## src/rtl/fib_pkg.sv

```systemverilog
// fib_pkg: shared Fibonacci state enum, sequence seeds F0/F1 and max_index(width) helper
package fib_pkg;
  typedef enum logic {IDLE, SEARCH} state_t;
  localparam int F0 = 0;
  localparam int F1 = 1;
  function automatic int max_index(input int w);
    longint a = 0;
    longint b = 1;
    longint t;
    int l = 0;
    while (a < (longint'(1) << w) - 1) begin
      t = a + b;
      a = b;
      b = t;
      l++;
    end
    return l;
  endfunction
endpackage

```

## src/rtl/fib_seq_gen.sv

```systemverilog
// fib_seq_gen: registered Fibonacci pair; ports clk,rst,load(cur=F0,nxt=F1),adv(cur<=nxt,nxt<=cur+nxt) -> cur,nxt
module fib_seq_gen
  import fib_pkg::*;
#(
  parameter int W = 9
) (
  input  logic         clk,
  input  logic         rst,
  input  logic         load,
  input  logic         adv,
  output logic [W-1:0] cur,
  output logic [W-1:0] nxt
);
  always_ff @(posedge clk or posedge rst)
    if (rst) begin
      cur <= '0;
      nxt <= '0;
    end else if (load) begin
      cur <= W'(F0);
      nxt <= W'(F1);
    end else if (adv) begin
      cur <= nxt;
      nxt <= cur + nxt;
    end
endmodule

```

## src/rtl/fib_index_finder.sv

```systemverilog
// fib_index_finder: smallest L with F(L)>=in_value plus exact flag; ports clk,rst,in_valid/in_value/in_ready -> out_valid/out_level/out_exact
module fib_index_finder
  import fib_pkg::*;
#(
  parameter int WIDTH = 8,
  parameter int LVL_W = 8
) (
  input  logic             clk,
  input  logic             rst,
  input  logic             in_valid,
  input  logic [WIDTH-1:0] in_value,
  output logic             in_ready,
  output logic             out_valid,
  output logic [LVL_W-1:0] out_level,
  output logic             out_exact
);
  state_t state, state_nx;
  logic [WIDTH-1:0] target;
  logic [LVL_W-1:0] lvl;
  logic [WIDTH:0] cur, nxt;
  logic accept, hit;
  assign accept = in_valid && state == IDLE;
  assign hit = state == SEARCH && cur >= {1'b0, target};
  fib_seq_gen #(.W(WIDTH + 1)) u_seq (
    .clk (clk),
    .rst (rst),
    .load(accept),
    .adv (state == SEARCH && !hit),
    .cur (cur),
    .nxt (nxt)
  );
  always_ff @(posedge clk or posedge rst)
    if (rst) state <= IDLE;
    else state <= state_nx;
  always_comb
    state_nx = state == IDLE ? (in_valid ? SEARCH : IDLE) :
               state == SEARCH ? (hit ? IDLE : SEARCH) : IDLE;
  always_comb in_ready = state == IDLE;
  always_ff @(posedge clk or posedge rst)
    if (rst) begin
      target    <= '0;
      lvl       <= '0;
      out_valid <= 1'b0;
      out_level <= '0;
      out_exact <= 1'b0;
    end else begin
      out_valid <= hit;
      if (accept) begin
        target <= in_value;
        lvl    <= '0;
      end else if (state == SEARCH && !hit) lvl <= lvl + LVL_W'(1);
      if (hit) begin
        out_level <= lvl;
        out_exact <= cur == {1'b0, target};
      end
    end
endmodule

```

## config.mk

```make
export PLATFORM = sky130hd
export DESIGN_NAME = fib_index_finder
export DESIGN_NICKNAME = d
export VERILOG_FILES = /design/src/rtl/fib_pkg.sv /design/src/rtl/fib_seq_gen.sv /design/src/rtl/fib_index_finder.sv
export SDC_FILE = /design/constraint.sdc
export NUM_CORES = 1
export LEC_CHECK = 0
export ABC_AREA = 1
export BUFFER_PORTS_ARGS = -buffer_cell sky130_fd_sc_hd__buf_2
export CELL_PAD_IN_SITES_DETAIL_PLACEMENT = 1
export CELL_PAD_IN_SITES_GLOBAL_PLACEMENT = 1
export CORE_ASPECT_RATIO = 1.5
export CORE_MARGIN = 5
export CORE_UTILIZATION = 44
export CTS_CLUSTER_SIZE = 30
export DETAILED_ROUTE_END_ITERATION = 12
export GPL_TIMING_DRIVEN = 0
export PLACE_DENSITY_LB_ADDON = 0.1
export SLEW_MARGIN = 20
export SYNTH_ARGS = -nofsm -noshare
export SYNTH_HDL_FRONTEND = slang
export SYNTH_SLANG_ARGS = --single-unit
```

## constraint.sdc

```tcl
create_clock -name clk -period 2.3 [get_ports clk]
set_input_delay 0.345 -clock clk [delete_from_list [all_inputs] [get_ports clk]]
set_output_delay 0.345 -clock clk [all_outputs]
set_load 0.02 [all_outputs]
```

Word level (Yosys, flattened, before mapping)
Cells that the tools add are included.
{"block": "word_totals", "mem_bits_rw": 0, "out_inout_bits": 11, "ff_bits": 45, "word_cells": 27, "memories": 0, "mem_bits_ro": 0, "latch_bits": 0}
{"block": "op_classes", "reduce_logical": 5, "muxes": 9, "shifts": 0, "n_mul": 0, "n_lt_le_gt_ge": 1, "addsub": 2, "bitwise": 1, "n_eq_ne": 1, "div_mod_pow": 0}
{"cell": "2-to-1 mux 9 bit", "count": 4}
{"cell": "2-to-1 mux 8 bit", "count": 2}
{"cell": "adder 9 bit", "count": 1}
{"cell": "equality test 9 x 8 -> 1 bit", "count": 1}
{"cell": ">= comparator 9 x 8 -> 1 bit", "count": 1}
{"cell": "adder 8 x 1 -> 8 bit (second input constant)", "count": 1}
{"cell": "logical AND 1 bit", "count": 3}
{"cell": "2-to-1 mux 1 bit", "count": 3}
{"cell": "nonzero test 2 bit", "count": 1}
{"cell": "logical NOT 1 bit", "count": 1}
{"cell": "NOT 1 bit", "count": 1}

Longest topological paths before layout
Gate-level depths: netlist of run 1.
{"block": "logic_depth", "word_depth": 6, "depth_mapped": 14}

Cells and area by module
Synthesis of run 1 repeated with hierarchy kept, for this count alone.
{"block": "unflattened", "cells_unflattened": 306, "area_unflattened_um2": 2567.5}
{"module": "fib_index_finder", "area_per_inst_um2": 1487.7, "n_inst": 1, "cells_each": 171, "seq_area_each_um2": 675.6}
{"module": "fib_seq_gen", "area_per_inst_um2": 1079.8, "n_inst": 1, "cells_each": 135, "seq_area_each_um2": 450.4}

Worst setup path before layout of run 1
Ideal clock, no wire load.
{"block": "synth_timing", "kind": "register to register", "from": "register u_seq.cur[0]", "to": "register u_seq.nxt[8]", "arrival_time_ps": 1634, "path_stages_with_launch": 11, "path_slack_ps": 600, "synth_period_minus_slack_ps": 1700, "cell_sequence": "dfrtp_1 -> ha_1 -> inv_1 -> fa_1 -> o21ai_0 -> nand3_1 -> nand2_1 -> nand2_1 -> a21oi_1 -> nand2_1 -> nand2_1"}
{"block": "synth_via", "elab_chain_len": 5, "word_cells_on_any_way": 8}
{"item": "from (decl)", "line_no": "fib_seq_gen.sv:11", "text": "output logic [W-1:0] cur,"}
{"item": "from (signal assigned)", "line_no": "fib_seq_gen.sv:19", "text": "cur <= W'(F0);"}
{"item": "from (signal assigned)", "line_no": "fib_seq_gen.sv:22", "text": "cur <= nxt;"}
{"item": ">= comparator 9 x 8 -> 1 bit", "line_no": "fib_index_finder.sv:23", "text": "assign hit = state == SEARCH && cur >= {1'b0, target};"}
{"item": "logical AND 1 bit", "line_no": "fib_index_finder.sv:23"}
{"item": "logical NOT 1 bit", "line_no": "fib_index_finder.sv:28", "text": ".adv (state == SEARCH && !hit),"}
{"item": "logical AND 1 bit", "line_no": "fib_index_finder.sv:28"}
{"item": "nonzero test 2 bit (no line)"}
{"item": "to (signal assigned)", "line_no": "fib_seq_gen.sv:20", "text": "nxt <= W'(F1);"}
{"item": "to (signal assigned)", "line_no": "fib_seq_gen.sv:23", "text": "nxt <= cur + nxt;"}
{"item": "to (decl)", "line_no": "fib_seq_gen.sv:12", "text": "output logic [W-1:0] nxt"}
Parallel ways exist; a longest one is shown, timed or not. The select of a mux whose other input is x is not followed.
A chain may end at the register's enable or synchronous reset.

Final worst setup path of run 1
{"block": "layout_timing", "from": "register u_seq.nxt[0]", "to": "register u_seq.nxt[8]"}
{"block": "layout_via", "elab_chain_len": 3}
{"item": "adder 9 bit", "line_no": "fib_seq_gen.sv:23"}
{"item": "2-to-1 mux 9 bit", "line_no": "fib_seq_gen.sv:21", "text": "end else if (adv) begin"}
{"item": "2-to-1 mux 9 bit", "line_no": "fib_seq_gen.sv:18", "text": "end else if (load) begin"}
No other way between the ends. The select of a mux whose other input is x is not followed.

==> summary.md, run 1 <==
* 0 — Resized cells post-CTS
* 0 — count of max-cap constraint violations
* 14.22 um — average wire per cell in the routed design
* 0 — Slew Viols, Final
* 0.129 — share of total power in the clock network
* 24 — Cell variety after synth
* 0 — share of synthesized area spent on multiplexers
* 1252 nW/um^2 — power density over cell area
* 0.6399 — slew margin rel.
* 0.1217 — layout cells sized above 1
* 0 — antenna violations before repair
* 7.858 sq um — Mapped Avg Cell Area
* 0.5058 — utilization after layout
* 5.902 mm — routed wire length
* 0.4520 — Yosys top cell area share
* 2704 sq um — total cell area at the placement stage
* 0.2983 — share of synthesized cell area in and, or, nand and nor gates
* 2.035 ns — post-route minimum period
* 2 — depth of the CTS H-tree
* 2,098 — number of global-route vias before repair
* 45 — CTS sink cnt
* 11.50% — layout overhead on the synthesized area
* 2.27 ns — worst path arrival time
* sky130_fd_sc_hd__nand2_1 — Critical Path Most Common Cell
* primary input to asynchronous set/reset pin — class of the most critical hold timing path
* 3.478 mW — final total power
* sky130_fd_sc_hd__nand2_1 (120), sky130_fd_sc_hd__dfrtp_1 (45), sky130_fd_sc_hd__inv_1 (39) — cell types with the highest counts after synthesis
* 0 — hold buffer count at CTS
* sky130_fd_sc_hd__dfrtp_1 — Crit-path slowest cell
* 0.4520 — share of the yosys chip area belonging to registers
* 0.4536 — starting utilization of the core area
* sky130_fd_sc_hd__clkbuf_8 — Clock Tree Root
* 1.000 — fraction of registers with async set or reset after synthesis
* simple AND/OR/NAND/NOR gates — combinational family with the most area after synthesis
* sky130_fd_sc_hd__dfrtp_1 — ys flop type
* 0.01540 ns — worst hold slack
* 0.357 — sequential cell fraction of total power
* 45 — Yosys reg bits
* 0.009035 ns — post-route clock skew
* 317 — Mapped Cells
* 3.260 mm — routed wl met2
* 2,096 — vias after detailed routing
* 1 — WP buf/inv
* 415 — filler-free cell count of the finished design
* 0 — remaining global-route overflow
* 0.29 ns — Worst-Skew Late Latency
* 22 — number of ports placed on the die boundary
* 0.39 ns — Largest stage delay, worst path
* 375 — number of nets in the finished design
* register — kind of start point of the critical path
* 0.5583 mV — worst voltage drop across the vdd grid
* 0.515 — combinational power share
* 346 — nets in the synthesized netlist
* 409 — number of placed instances, taps included
* met4 — highest routed metal layer
* 0 — number of synthesized flops with an enable pin
* 0 — Fin. Hold Viols
* sky130_fd_sc_hd__dfrtp_1 (45%), sky130_fd_sc_hd__nand2_1 (18%), sky130_fd_sc_hd__ha_1 (8.5%) — cell types occupying the most area after synthesis
* 0.03164 — parity-gate share of the synthesized area counting xor and xnor cells
* 0.5402 ns — Worst Tran Pin Value
* 0 — Antenna diodes
* done — TritonCTS clock tree
* 0 — setup bufs post-CTS
* 0.4641 — switching share of power
* 31 — maximum number of pins on one net before global-route repair
* register to register — Critical Setup Path Class
* adder cells — largest delay contributor family on the critical path
* register — critical path capture point type
* 1.864 mW — internal power
* 0.8848 — share of the clock period used by the worst path
* 0 — Synth warnings
* 1.614 mW — net load switching power
* 0 — number of nets with antenna violations after routing
* 10.05 mm — global-route wire length before repair
* 4.657 mm — detailed placement HPWL
* 5.051 — drt via density
* 0.04018 — post-synthesis compound-gate area fraction
* sky130_fd_sc_hd__dfrtp_1 — Yosys top cell by area
* finished clean — status
* 0 ns — setup TNS after final layout
* 3 — maximum fanout along the worst path
* 2 — Clock Tree Buf Depth
* 1.598 nW — leakage
* 102.2 um — height of the chip
* 0 — DRC
* 5492 sq um — area of the placeable core
* 146 um — sum of met3 wire segment lengths after detailed routing
* 699 — Layout fillers
* 5 — number of buffers added by the clock tree synthesis step
* ha_1 > inv_1 > fa_1 > o21ai_0 > nand3_1 > nand2_1 > nand2_1 > a21oi_1 > nand2_1 > nand2_1 — worst-path cell chain
* 7297 sq um — floorplan die area
* 0.1761 — GR Util All Layers
* 0.2361 ns — pre-CTS setup slack
* 0.2651 ns — post-route worst setup slack
* 0.4914 GHz — max frequency
* 0.09342 — Synth Area in Adders
* 2.53 ns — Crit path required time
* 71.44 um — Die X
* 0.08 ns — Clk pin slew, worst setup/hold paths
* no — RSZ-0062 raised after global routing
* 4 — number of detailed-route iterations in the first pass
* 21 — number of I/O port buffers
* 61 — DRC violation total after the first TritonRoute iteration
* 2.388 mm — met1 layer wirelength in the final routing
* 2491 sq um — post-synthesis cell area
* 0 — count of endpoints failing setup in the final report
* 0.7720 — final weighted congestion in routability-driven placement
* 2778 sq um — Design Area, Final
* 33 — number of rows in the core area
* sky130_fd_sc_hd__nand2_1 — most frequently used cell type in the post-synthesis netlist
[power by group through the flow]
stage          Clock, mW  Combinational (mW)  Sequential, mW
2_1_floorplan          0                1.28            1.26
3_5_place_dp           0                1.83            1.26
6_report           0.449                1.79            1.24
5_1_grt            0.495                2.05            1.27
3_3_place_gp           0                1.75            1.25
4_1_cts            0.461                1.84            1.24
[cell usage in the layout (no fill, tap or decap)]
cell                       synthesis  layout
sky130_fd_sc_hd__ha_1             17      17
sky130_fd_sc_hd__nand4_1           3       3
sky130_fd_sc_hd__xor2_1            6       6
sky130_fd_sc_hd__nand3_1          36      36
sky130_fd_sc_hd__inv_4             1       1
sky130_fd_sc_hd__buf_6             1       1
sky130_fd_sc_hd__dfrtp_1          45      45
sky130_fd_sc_hd__xnor2_1           3       3
sky130_fd_sc_hd__or2_2             1       1
sky130_fd_sc_hd__nand2_2           1       1
sky130_fd_sc_hd__inv_1            39      38
sky130_fd_sc_hd__nor2_1           10      10
sky130_fd_sc_hd__nor3_1            2       2
sky130_fd_sc_hd__o21ai_0           8       8
sky130_fd_sc_hd__clkbuf_1          2       2
sky130_fd_sc_hd__nor3_4            1       1
sky130_fd_sc_hd__o21ai_1           4       4
sky130_fd_sc_hd__a21oi_1           8       8
sky130_fd_sc_hd__inv_2             1       2
sky130_fd_sc_hd__buf_4             2       2
sky130_fd_sc_hd__buf_2             4      25
sky130_fd_sc_hd__nand3_4           1       1
sky130_fd_sc_hd__fa_1              1       1
sky130_fd_sc_hd__clkinv_2          0       1
sky130_fd_sc_hd__buf_12            0       1
sky130_fd_sc_hd__nand2_1         120     120
sky130_fd_sc_hd__clkbuf_8          0       5
[registers in the layout, summed over array words and instances (netlist names)]
name	count
u_seq.nxt	9
out_valid	1
lvl	8
state	1
target	8
out_exact	1
u_seq.cur	9
out_level	8
[final cells by class]
class / instances / area, sq um / area share
buffer: 9 / 53.80 / 0.01937
clock buffer: 5 / 68.82 / 0.02477
clock inverter: 1 / 5.005 / 0.001802
inverter: 41 / 156.4 / 0.05631
multi-input combinational: 222 / 1155 / 0.4158
sequential: 45 / 1126 / 0.4054
tap: 70 / 87.58 / 0.03153
timing repair buffer: 22 / 125.1 / 0.04505
[path summary, 6_finish.rpt]
| path | startpoint | end | slack, ns | cells after the start |
|---|---|---|---|---|
| max in group asynchronous | rst | u_seq.cur[8] | 1.81 | 3 |
| min reg2reg | out_level[3] | out_level[3] | 0.48 | 2 |
| max | u_seq.nxt[0] | u_seq.nxt[8] | 0.27 | 10 |
| min in group clk | in_value[0] | target[0] | 0.25 | 3 |
| min | rst | lvl[0] | 0.02 | 2 |
| max reg2reg | u_seq.nxt[0] | u_seq.nxt[8] | 0.27 | 10 |
[routing by layer]
layer  up-vias  track usage
met5         -            0
met1      1010       0.1986
met3         8      0.01870
met4         0      0.05789
li1       1051            -
met2        27       0.3392
[worst register-to-register path, cell delays in order (launching register included)]
cell	delay (ns)
sky130_fd_sc_hd__dfrtp_1	0.39
sky130_fd_sc_hd__ha_1	0.21
sky130_fd_sc_hd__inv_1	0.06
sky130_fd_sc_hd__fa_1	0.39
sky130_fd_sc_hd__o21ai_0	0.37
sky130_fd_sc_hd__nand3_1	0.16
sky130_fd_sc_hd__nand2_1	0.09
sky130_fd_sc_hd__nand2_1	0.05
sky130_fd_sc_hd__a21oi_1	0.12
sky130_fd_sc_hd__nand2_1	0.07
sky130_fd_sc_hd__nand2_1	0.07
[kinds of logic after synthesis]
logic type / Yosys count
adder cells (fa/ha/maj): 18
XOR/XNOR: 9
AO/OA/AOI/OAI: 20
AND/OR/NAND/NOR: 175
flip-flops: 45
buffers and inverters: 50
No activity file was read; power rests on OpenSTA's default activity.
==> inputs of run 2 (changes only) <==
Settings changed: REMOVE_ABC_BUFFERS set to 1.
==> summary.md, run 2 (synthesis gave the netlist of run 1 again) <==
* 5.590 mm — routed wire length, was 5.902 mm
* 0.4568 mV — worst voltage drop across the vdd grid, was 0.5583 mV
* 2 — depth of the CTS H-tree, unchanged
* 2.24 ns — worst path arrival time, was 2.27 ns
* 10.65% — layout overhead on the synthesized area, was 11.50%
* 5.027 — drt via density, was 5.051
* 0.5019 — utilization after layout, was 0.5058
* register — critical path capture point type, unchanged
* 0 — DRC, unchanged
* 21 — number of I/O port buffers, unchanged
* finished clean — status, unchanged
* 1253 nW/um^2 — power density over cell area, was 1252 nW/um^2
* 0 — setup bufs post-CTS, unchanged
* 0.40 ns — Largest stage delay, worst path, was 0.39 ns
* 0 — Fin. Hold Viols, unchanged
* ha_1 > a21oi_1 > nor2_1 > nor3_4 > nand2_1 > nand2_1 > inv_1 > nand2_1 > nand2_1 — worst-path cell chain, was ha_1 > inv_1 > fa_1 > o21ai_0 > nand3_1 > nand2_1 > nand2_1 > a21oi_1 > nand2_1 > nand2_1
* 71.44 um — Die X, unchanged
* 13.73 um — average wire per cell in the routed design, was 14.22 um
* 0.08 ns — Clk pin slew, worst setup/hold paths, about the same
* u_seq.cur: 9 flops, u_seq.nxt: 9 flops — top flop regs, unchanged
* 698 — Layout fillers, was 699
* 2.051 ns — post-route minimum period, was 2.035 ns
* 2650 sq um — total cell area at the placement stage, was 2704 sq um
* 2.49 ns — Crit path required time, was 2.53 ns
* 22 — number of ports placed on the die boundary, unchanged
* 14 — maximum fanout along the worst path, was 3
* 0.5574 — slew margin rel., was 0.6399
* 0 — antenna violations before repair, unchanged
* 0 — count of max-cap constraint violations, unchanged
* 2756 sq um — Design Area, Final, was 2778 sq um
* 32 — maximum number of pins on one net before global-route repair, was 31
* 33 — number of rows in the core area, unchanged
* done — TritonCTS clock tree, unchanged
* 0 — Slew Viols, Final, unchanged
* 3.452 mW — final total power, was 3.478 mW
* primary input to asynchronous set/reset pin — class of the most critical hold timing path, unchanged
* 0.4536 — starting utilization of the core area, unchanged
* 5492 sq um — area of the placeable core, unchanged
* 0.6632 ns — Worst Tran Pin Value, was 0.5402 ns
* 4 — number of detailed-route iterations in the first pass, unchanged
* no — RSZ-0062 raised after global routing, unchanged
* 0 — hold buffer count at CTS, unchanged
* 0.003778 ns — post-route clock skew, was 0.009035 ns
* register to register — Critical Setup Path Class, unchanged
* 1 — Resized cells post-CTS, was 0
* 0.8075 — final weighted congestion in routability-driven placement, was 0.7720
* 7297 sq um — floorplan die area, unchanged
* 0 — remaining global-route overflow, unchanged
* 0 — Antenna diodes, unchanged
* 36 — DRC violation total after the first TritonRoute iteration, was 61
* 0.1098 — layout cells sized above 1, was 0.1217
* sky130_fd_sc_hd__clkbuf_8 — Clock Tree Root, unchanged
* 0.1712 — GR Util All Layers, was 0.1761
* 0.8917 — share of the clock period used by the worst path, was 0.8848
* 0.4876 GHz — max frequency, was 0.4914 GHz
* 0 — number of nets with antenna violations after routing, unchanged
* register — kind of start point of the critical path, unchanged
* 2,066 — number of global-route vias before repair, was 2,098
* 2,046 — vias after detailed routing, was 2,096
* 1.582 nW — leakage, was 1.598 nW
* sky130_fd_sc_hd__dfrtp_1 — Crit-path slowest cell, unchanged
* sky130_fd_sc_hd__nand2_1 (119), sky130_fd_sc_hd__dfrtp_1 (45), sky130_fd_sc_hd__inv_1 (38) — commonest cells after routing, fill and taps aside, was sky130_fd_sc_hd__nand2_1 (120), sky130_fd_sc_hd__dfrtp_1 (45), sky130_fd_sc_hd__inv_1 (38)
* sky130_fd_sc_hd__nand2_1 — leading cell type in the layout, fill and taps excluded, unchanged
* sky130_fd_sc_hd__nand2_1 — Critical Path Most Common Cell, unchanged
* 0.30 ns — Worst-Skew Late Latency, was 0.29 ns
* 5 — number of buffers added by the clock tree synthesis step, unchanged
* 366 — number of nets in the finished design, was 375
* 0 — count of endpoints failing setup in the final report, unchanged
* 2 — Clock Tree Buf Depth, unchanged
* 45 — CTS sink cnt, unchanged
* 4.047 mm — detailed placement HPWL, was 4.657 mm
* 102.2 um — height of the chip, unchanged
* 9.701 mm — global-route wire length before repair, was 10.05 mm
-- run 2: final timing paths --
check	from	to	slack [ns]	depth (start not counted)
worst max-delay path	u_seq.cur[6]	out_level[6]	0.25	9
worst min-delay path	rst	lvl[7]	0.01	2
min in group clk	in_value[0]	target[0]	0.24	3
worst max register to register	u_seq.cur[6]	out_level[6]	0.25	9
max in group asynchronous	rst	u_seq.nxt[7]	1.80	3
worst min register to register	out_level[4]	out_level[4]	0.48	2
-- run 2: metrics by stage --
step | hold slack (ns) | setup TNS [ns] | setup WS (ns) | std cells
4_1_cts | 0.01189 | 0 | 0.2067 | 407
5_1_grt | 0.02035 | 0 | 0.0007101 | 407
3_5_place_dp | 0.3459 | -1.376 | -0.1553 | 400
2_1_floorplan | 0.4546 | 0 | 0.5022 | 308
3_3_place_gp | 0.4562 | -1.130 | -0.1524 | 399
6_report | 0.01010 | 0 | 0.2490 | 407
-- run 2: where the power goes --
| group | switching [mW] | internal, mW | total, mW |
|---|---|---|---|
| clock | 0.262 | 0.316 | 0.578 |
| combinational | 1.10 | 0.536 | 1.64 |
| sequential | 0.184 | 1.05 | 1.23 |
| total | 1.55 | 1.90 | 3.45 |
-- run 2: worst max-delay path, delay by kind of cell, from the launching register on --
| family | cells | cell delay (ns) |
|---|---|---|
| DFF | 1 | 0.40 |
| adders and majority gates | 1 | 0.30 |
| AOI/OAI and AO/OA | 1 | 0.14 |
| and+or+nand+nor | 6 | 0.87 |
| buffers and inverters | 1 | 0.22 |
-- run 2: cell type report --
type                    count  area, sq um  area share
well taps                  70        87.58     0.03177
repair buffers             22        125.1     0.04539
clock inverters             2        35.03     0.01271
clock buffers               5        68.82     0.02497
flip-flops and latches     45         1126      0.4085
inverters                  41        156.4     0.05674
multi-input cells         222         1157      0.4199
-- run 2: per-layer routing --
| layer | vias to the layer above | GRT usage | wire length [um] |
|---|---|---|---|
| li1 | 1025 | - | - |
| met1 | 992 | 0.1928 | 2264 |
| met2 | 22 | 0.3222 | 3084 |
| met3 | 7 | 0.02362 | 138 |
| met4 | 0 | 0.06512 | 103 |
| met5 | - | 0 | 0 |
